===== src/rtl/nml_zone_pipeline.sv =====
// nml_zone_pipeline: three-phase clocked NML wire stage.
// A 1-bit value captured from the upstream mux is walked through ZONES clock
// zones, one zone per phase step, using internally generated SWITCH/HOLD/RESET
// zone clocking. The far-end zone value is presented with a valid flag.
// Optional build macro: NML_ZONE_STALL_EN adds a `stall` input that freezes the
// phase clocking, the zones and the outputs while high.
module nml_zone_pipeline #(
   parameter int ZONES        = 6,
   parameter int PHASE_CYCLES = 5
) (
   input  logic       clk,
   input  logic       rst_n,
`ifdef NML_ZONE_STALL_EN
   input  logic       stall,
`endif
   input  logic       data_in,
   input  logic       in_valid,
   output logic       in_ack,
   output logic       data_out,
   output logic       out_valid,
   output logic [1:0] phase
);

   localparam int             CW       = (PHASE_CYCLES > 1) ? $clog2(PHASE_CYCLES) : 1;
   localparam logic [CW-1:0]  CYC_LAST = CW'(PHASE_CYCLES - 1);

   typedef enum logic [1:0] {
      ZS_SWITCH = 2'd0,
      ZS_HOLD   = 2'd1,
      ZS_RESET  = 2'd2
   } zone_st_e;

   // Local zone state is the global phase delayed by the zone index, mod 3.
   function automatic zone_st_e zone_state(input logic [1:0] ph, input int k);
      logic [1:0] kk;
      logic [1:0] r;
      kk = 2'(k % 3);
      r  = ph - kk;
      if (ph < kk) r = r - 2'd1;   // mod-4 wrap corrected to mod-3
      return zone_st_e'(r);
   endfunction

   logic [CW-1:0]    cyc_cnt_q, cyc_cnt_d;
   logic [1:0]       ph_q, ph_d;
   logic [ZONES-1:0] val_q, val_d;
   logic [ZONES-1:0] vld_q, vld_d;
   logic             ack_q, ack_d;
   logic             stall_w;
   logic             step_w;
   logic [ZONES-1:0] src_val_w;
   logic [ZONES-1:0] src_vld_w;

`ifdef NML_ZONE_STALL_EN
   assign stall_w = stall;
`else
   assign stall_w = 1'b0;
`endif

   // A step edge is the last cycle of a phase; a stalled step is deferred.
   assign step_w = !stall_w && (cyc_cnt_q == CYC_LAST);

   // Source of each zone when it switches: zone 0 takes the input, others the zone behind.
   assign src_val_w = {val_q[ZONES-2:0], data_in};
   assign src_vld_w = {vld_q[ZONES-2:0], in_valid};

   // Next-state: phase counter, phase index, zone transfers and capture acknowledge.
   always_comb begin
      cyc_cnt_d = cyc_cnt_q;
      ph_d      = ph_q;
      val_d     = val_q;
      vld_d     = vld_q;
      ack_d     = 1'b0;
      if (!stall_w) begin
         cyc_cnt_d = step_w ? '0 : cyc_cnt_q + 1'b1;
      end
      if (step_w) begin
         ph_d = (ph_q == 2'd2) ? 2'd0 : ph_q + 2'd1;
         for (int k = 0; k < ZONES; k++) begin
            case (zone_state(ph_d, k))
               ZS_SWITCH: begin
                  val_d[k] = src_val_w[k];
                  vld_d[k] = src_vld_w[k];
               end
               ZS_RESET: vld_d[k] = 1'b0;
               default:  ;
            endcase
         end
         ack_d = (ph_d == 2'd0) && in_valid;
      end
   end

   // State registers; async reset discards every in-flight bit.
   always_ff @(posedge clk or negedge rst_n) begin
      if (!rst_n) begin
         cyc_cnt_q <= '0;
         ph_q      <= 2'd2;
         val_q     <= '0;
         vld_q     <= '0;
         ack_q     <= 1'b0;
      end else begin
         cyc_cnt_q <= cyc_cnt_d;
         ph_q      <= ph_d;
         val_q     <= val_d;
         vld_q     <= vld_d;
         ack_q     <= ack_d;
      end
   end

   assign in_ack    = ack_q && !stall_w;
   assign data_out  = val_q[ZONES-1];
   assign out_valid = vld_q[ZONES-1] && (zone_state(ph_q, ZONES-1) == ZS_HOLD);
   assign phase     = ph_q;

endmodule


===== config.mk =====
export PLATFORM = sky130hd
export DESIGN_NAME = nml_zone_pipeline
export DESIGN_NICKNAME = d
export VERILOG_FILES = /design/src/rtl/nml_zone_pipeline.sv
export SDC_FILE = /design/constraint.sdc
export NUM_CORES = 1
export LEC_CHECK = 0
export CAP_MARGIN = 20
export CORE_MARGIN = 2
export CORE_UTILIZATION = 26
export DETAILED_ROUTE_END_ITERATION = 8
export PLACE_DENSITY = 0.44
export SLEW_MARGIN = 20
export SYNTH_ARGS = -nofsm -noshare
export SYNTH_HDL_FRONTEND = slang
export SYNTH_SLANG_ARGS = --single-unit

===== constraint.sdc =====
create_clock -name clk -period 4.3 [get_ports clk]
set_input_delay 0.86 -clock clk [delete_from_list [all_inputs] [get_ports clk]]
set_output_delay 0.86 -clock clk [all_outputs]
set_load 0.01 [all_outputs]

=== After elaboration in Yosys (flattened, before gate mapping) ===
Index checks and enable logic that the tools add are counted.

* Input bits: 4
* Bits in registers: 18
* Word-level logic and storage cells: 58
* Output and inout port bits: 5

* Add/subtract/negate cells: 8
* Reductions and logical operators: 15
* Equality and inequality tests: 6
* $lt $le $gt $ge: 4
* Muxes and demuxes: 16

{| class="wikitable"
|+ Operators with widths
! kind !! count
|-
| $mux 2 || 8
|-
| $pmux 1 s2 || 6
|-
| $reduce_and 2->1 || 6
|-
| $eq 2x2->1 const B || 4
|-
| $logic_not 2->1 || 4
|-
| $sub 2x1->2 const B || 4
|-
| $reduce_bool 2->1 || 3
|-
| $lt 2x1->1 const B || 2
|-
| $lt 2x2->1 const B || 2
|-
| $sub 2x2->2 const B || 2
|-
| $add 3x1->3 const B || 1
|-
| $eq 3x3->1 const B || 1
|-
| $mux 3 || 1
|-
| $add 2x1->2 const B || 1
|-
| $eq 2x1->1 const B || 1
|-
| $logic_and 1x1->1 || 2
|-
| $mux 1 || 1
|}

=== Logic depth before layout (Yosys ltp) ===
Gate-level depths: netlist of the first run.

* Depth in word-level cells: 9
* Mapped depth: 6
* Depth with buffers taken out: 6

=== Worst setup path before layout of the first run ===
No wires, ideal clock.

* Path kind: register -> output
* Start: reg ph_q[1] (netlist: phase[1])
* End: out out_valid
* Slack: 2.387 ns
* Cell stages (with the launch flop): 4
* Arrival: 1.053 ns
* Path buffers: 0
* Required time: 3.440 ns
* Cell sequence: dfstp_2 inv_1 ha_1 nor2_1

* Cells in the longest elaborated chain, start to end: 5
* Elaborated cells between the ends (all ways): 6
* Classes of those cells: 2 x add/sub; 1 x order compare; 1 x eq/ne; 1 x mux; 1 x reduce/logical

{| class="wikitable"
|+ RTL lines
! element !! line !! source
|-
| from (decl) || 44 || <nowiki>logic [1:0] ph_q, ph_d;</nowiki>
|-
| from (signal assigned) || 102 || <nowiki>ph_q <= ph_d;</nowiki>
|-
| $sub 2x2->2 || 38 || <nowiki>r = ph - kk;</nowiki>
|-
| $sub 2x1->2 || 39 || <nowiki>if (ph < kk) r = r - 2'd1;</nowiki>
|-
| $mux 2 * || 39 ||
|-
| $eq 2x1->1 * || 111 || <nowiki>assign out_valid = vld_q[ZONES-1] && (zone_state(ph_q, ZONES-1) == ZS_HOLD);</nowiki>
|-
| $logic_and 1x1->1 * || 111 ||
|-
| to (decl) || 20 || <nowiki>output logic out_valid,</nowiki>
|}

Every way passes the cells marked *; elsewhere a longest branch is shown, timed or not.

=== Final worst setup path of the first run ===
Ends and elaborated chain as after synthesis.

==> metrics.txt, run 1 <==
status complete, no violations; routed length per instance 12.2 um; post-route total power 0.295 mW; Initial Utilization 27.5%; Clk Latency, worst-skew pair 0.30 ns; async set or reset register ratio after synthesis 100%; cts hold-fix bufs 0; Post-synth EDFFs 0; I/O pins 9; most common cell in the synthesized netlist dfrtp_1; worst hold path stage count 1; Mapped Area 923 sq um; reg2reg end val_q[3]; routed wire length 1540 um; Synth top cells by count dfrtp_1 (17), inv_1 (10), ha_1 (7), mux2_4 (6), mux2i_1 (5); layout cells sized above 1 17.5%; post-detail-place hpwl 1120 um; setup TNS 0 ns; post-synth cell types 20; pre-CTS setup slack 1.93 ns; TritonCTS clock tree yes; Placement Cell Area 1040 sq um; Syn Area/Cell 13.2 sq um; Pre-antenna DRT Iters 4; hold_sp cyc_cnt_q[0]; busiest grt layer met2; Syn-to-layout area delta 16.4%; Tcrit/Tclk final 62.6%; CTS H-Tree Depth 1; Port Buffers 8; Fmax 0.371 GHz; RSZ-0062 raised after global routing no; GRT met2 Usage 13.2%; Post-route DRC 0; Most used DFF post-synth dfrtp_1; Via density 4.30; clock skew 0.00667 ns; Core Area 3360 sq um; Worst Path Arrival 1.83 ns; final instance area 1070 sq um; maximum fanout along the worst path 5; cell taking the most area after synthesis dfrtp_1; startpoint types flip-flop; synthesis-stage register bit count 18; worst-margin pin slew 0.808 ns; chip width 63.6 um; reg2reg setup slack 2.54 ns; Crit Reg-Reg Startpoint phase[1]; CP required 3.44 ns; Post-CTS Resized 0; top post-synthesis cells by area dfrtp_1 (46%), mux2_4 (9.8%), ha_1 (9.5%); number of DRC markers in iteration 0 15; ant diodes 0; largest net degree at the start of global routing 19; endpoints failing hold 0; area of the multi-input gates 412 sq um; number of global-route vias before repair 577; total CTS buffers 3; Cell Pwr Density 275 nW/um^2; via count 542; Leak 0.507 nW; first-pass GRT wire length 2840 um; post-synthesis sequential area ratio 48.9%; reg2reg path depth 6; Mapped Cells 70; std cell rows 21; Slew HR 46.0%; Hold Path Sink cyc_cnt_q[0]; Slew Viols, Final 0; met3 usage 3.75%; post-route ant nets 0; Max-Cap Viols 0; met1 Usage GRT 12.6%; postcts setup bufs 0; total die area 4040 sq um; initial antenna violation count 0; Worst VDD drop 0.158 mV; CP Capture Type output pin; Clock transition at path regs 0.10 ns; register area 452 sq um; GRT Overall Usage 9.15%; critical path class reg2out; RePlAce Congestion 0.660; Period minus WS final 2.69 ns; clock sink count 18; setup violation total in the final timing report 0; top-area cell type share of the netlist area 46.1%; Setup WS post-layout 1.61 ns; HP Class reg2reg; post-layout net count 92; Remaining Overflow, GRT 0; syn nets 81; CTS Buffer Depth 2; root buffer cell clkbuf_4; Synth Warn # 0; Die Span Y 63.6 um; Filler cells 359
[worst max-delay path, stage by stage, from the launching register on]
cell and delay [ns]:
dfstp_2 0.55, inv_1 0.09, ha_1 0.29, nor2_1 0.08, clkdlybuf4s50_1 0.53
[cell type report]
cell class / count / share of cell area (%)
sequential: 18 / 42.0
clock buffer: 4 / 3.38
inverter: 10 / 3.49
timing repair buffer: 8 / 7.45
multi-input combinational: 40 / 38.3
tap: 46 / 5.36
[power by group]
group | internal [mW] | total, mW | switching, mW
Combinational | 0.00764 | 0.0129 | 0.00526
Sequential | 0.173 | 0.174 | 0.00173
Clock | 0.0516 | 0.108 | 0.0565
Total | 0.232 | 0.295 | 0.0635
[worst max path at each step]
stage                        start         to  slack, ns
after floorplan           phase[1]  out_valid       2.39
after global placement    phase[1]  out_valid       1.95
after CTS                 phase[1]  out_valid       1.59
after detailed placement  phase[1]  out_valid       1.93
after global routing      phase[1]  out_valid       1.52
final                     phase[1]  out_valid       1.61
[routing by layer]
metal	up-vias	part of all wire, %
met3	2	3.7
met2	10	46
li1	255	-
met1	275	50
met4	0	0.78
met5	-	0
[flip-flops by register name, summed over array words and instances (netlist names)]
name	cells
vld_q	6
phase	2
val_q	6
in_ack	1
cyc_cnt_q	3
[placed cells by master, fill, tap and decap left out]
cell type,synthesis,layout
ha_1,7,7
nor2_1,3,3
a21oi_1,1,1
dfrtp_1,17,17
o211a_1,1,1
inv_1,10,10
dfstp_2,1,1
mux2i_1,5,5
o32ai_1,1,1
nor2b_1,2,2
and4_1,1,1
a21boi_0,1,1
nand2b_1,1,1
mux2_4,6,6
mux2_1,2,2
nand2_1,3,3
clkbuf_8,0,1
clkdlybuf4s50_1,0,8
nand3_4,3,3
and3b_1,2,2
clkbuf_4,0,3
a221o_1,1,1
[through the flow]
| step | hold slack, ns | util [%] | std cells |
|---|---|---|---|
| floorplan | 0.427 | - | 70 |
| global placement | 0.443 | 30.9 | 122 |
| detailed placement | 0.450 | 30.9 | 122 |
| CTS | 0.468 | 32.0 | 126 |
| global route | 0.499 | 32.0 | 126 |
| finish | 0.473 | 32.0 | 126 |
[logic make-up (layout without fill, tap and decap cells)]
group	count (synthesis)	in the layout	synth area share [%]
fa+ha+maj	7	7	9.48
flops	18	18	48.9
buf+inv	12	22	6.50
simple gates	15	15	13.0
mux	13	13	17.6
compound gates	5	5	4.47
Power figures use the tool's default switching activity.
==> run 2: changes to the inputs <==
--- a/config.mk
+++ b/config.mk
@@ -9,7 +9,7 @@
 export CORE_MARGIN = 2
 export CORE_UTILIZATION = 26
 export DETAILED_ROUTE_END_ITERATION = 8
-export PLACE_DENSITY = 0.44
+export PLACE_DENSITY = 0.45
 export SLEW_MARGIN = 20
 export SYNTH_ARGS = -nofsm -noshare
 export SYNTH_HDL_FRONTEND = slang
==> constraint.sdc (replaced) <==
create_clock -name clk -period 2.2 [get_ports clk]
set_input_delay 0.44 -clock clk [delete_from_list [all_inputs] [get_ports clk]]
set_output_delay 0.44 -clock clk [all_outputs]
set_load 0.01 [all_outputs]
==> run 2 against run 1 <==
  * Final cell count up 0.79%
  * Flip-flop and latch count unchanged
  * Utilization increased by 0.19 points
  * Largest power group unchanged
==> metrics.txt, run 2 (synthesized netlist as in run 1, its figures left out) <==
status complete, no violations; maximum fanout along the worst path 5; Worst Path Arrival 1.56 ns; Comb power frac 4.7%; GRT Overall Usage 9.04%; first-pass GRT wire length 2750 um; Filler cells 366; clock sink count 18; area of the multi-input gates 412 sq um; pre-CTS setup slack 0.256 ns; Syn-to-layout area delta 17.1%; std cell rows 21; Slew HR 59.1%; CTS H-Tree Depth 1; RSZ-0062 raised after global routing no; Port Buffers 8; Post-route DRC 0; endpoints failing hold 0; Max-Cap Viols 0; initial antenna violation count 0; commonest non-fill, non-tap cell in the layout dfrtp_1; RePlAce Congestion 0.678; total die area 4040 sq um; Clk Latency, worst-skew pair 0.30 ns; final instance area 1080 sq um; root buffer cell clkbuf_4; routed length per instance 12.0 um; most frequent cells in the layout dfrtp_1 (17), inv_1 (10), ha_1 (7), clkdlybuf4s50_1 (7), mux2_4 (6); post-route ant nets 0; postcts setup bufs 0; Placement Cell Area 1050 sq um; setup violation total in the final timing report 0; placed cell count 123; Die Span Y 63.6 um; post-detail-place hpwl 1140 um; Fin Hold WS 0.470 ns; cts hold-fix bufs 0; fin cells 127; via count 541; Period minus WS final 2.00 ns; Remaining Overflow, GRT 0; Core Area 3360 sq um; number of DRC markers in iteration 0 6; TritonCTS clock tree yes; switching power 0.124 mW; Clock transition at path regs 0.11 ns; post-route total power 0.578 mW; largest net degree at the start of global routing 13; Cell Pwr Density 535 nW/um^2; routed wire length 1530 um; largest registers val_q: 6 flops, vld_q: 6 flops, cyc_cnt_q: 3 flops; critical path class reg2out; Pre-antenna DRT Iters 2; Clk pwr share 36.3%; post-layout net count 93; register area 452 sq um; total CTS buffers 3; Fmax 0.500 GHz; Flop pwr share 59.0%; Leak 0.510 nW; clock skew 0.00756 ns; HP Class reg2reg; I/O pins 9; Worst VDD drop 0.341 mV; setup TNS 0 ns; Setup WS post-layout 0.200 ns; Finished Core Util 32.1%; startpoint types flip-flop; sw frac 21.4%; Via density 4.26; Power Internal 0.454 mW; number of global-route vias before repair 578; Tcrit/Tclk final 90.9%; layout cells sized above 1 18.5%; CP required 1.76 ns; CP Capture Type output pin; worst-margin pin slew 0.611 ns; CTS Buffer Depth 2; Initial Utilization 27.5%; chip width 63.6 um; ant diodes 0; Slew Viols, Final 0
[run 2: cell count changes in the layout (fill, tap and decap cells not counted)]
| cell | before | now |
|---|---|---|
| dlygate4sd2_1 | 0 | 1 |
| buf_4 | 0 | 1 |
| clkdlybuf4s50_1 | 8 | 7 |
[run 2: area by class of cell]
| cell class | count | share of cell area (%) |
|---|---|---|
| inverter | 10 | 3.47 |
| multi-input combinational | 40 | 38.1 |
| sequential | 18 | 41.8 |
| clock buffer | 4 | 3.36 |
| timing repair buffer | 9 | 7.99 |
| tap | 46 | 5.32 |
[run 2: critical path: stages, from the launching register on]
cell and delay, ns:
dfstp_2 0.55, inv_1 0.08, ha_1 0.29, nor2_1 0.08, dlygate4sd2_1 0.27
[run 2: path summary, 6_finish.rpt]
path | from | to | slack (ns) | cells past startpoint
min | cyc_cnt_q[0] | cyc_cnt_q[0] | 0.47 | 1
max | phase[1] | out_valid | 0.20 | 4
min in group asynchronous | rst_n | phase[0] | 0.51 | 1
min reg2reg | cyc_cnt_q[0] | cyc_cnt_q[0] | 0.47 | 1
max in group asynchronous | rst_n | val_q[2] | 1.15 | 2
max reg2reg | phase[1] | val_q[3] | 0.45 | 6
[run 2: per-layer routing]
layer	vias to the layer above	GRT usage [%]	part of all wire [%]
met2	10	13.8	46
met5	-	0	0
met4	0	1.63	0.39
li1	259	-	-
met1	270	11.6	48
met3	2	4.46	4.8
[run 2: timing repair]
item,in CTS,in global routing
hold endpoints to repair,0,0
setup endpoints to repair,1,0
resized for setup,1,0
[run 2: power groups by stage]
stage               clock, mW  combinational (mW)  sequential, mW
floorplan                   0              0.0104           0.347
global placement            0              0.0273           0.347
detailed placement          0              0.0277           0.347
CTS                     0.215              0.0280           0.341
global route            0.235              0.0303           0.342
finish                  0.210              0.0272           0.341
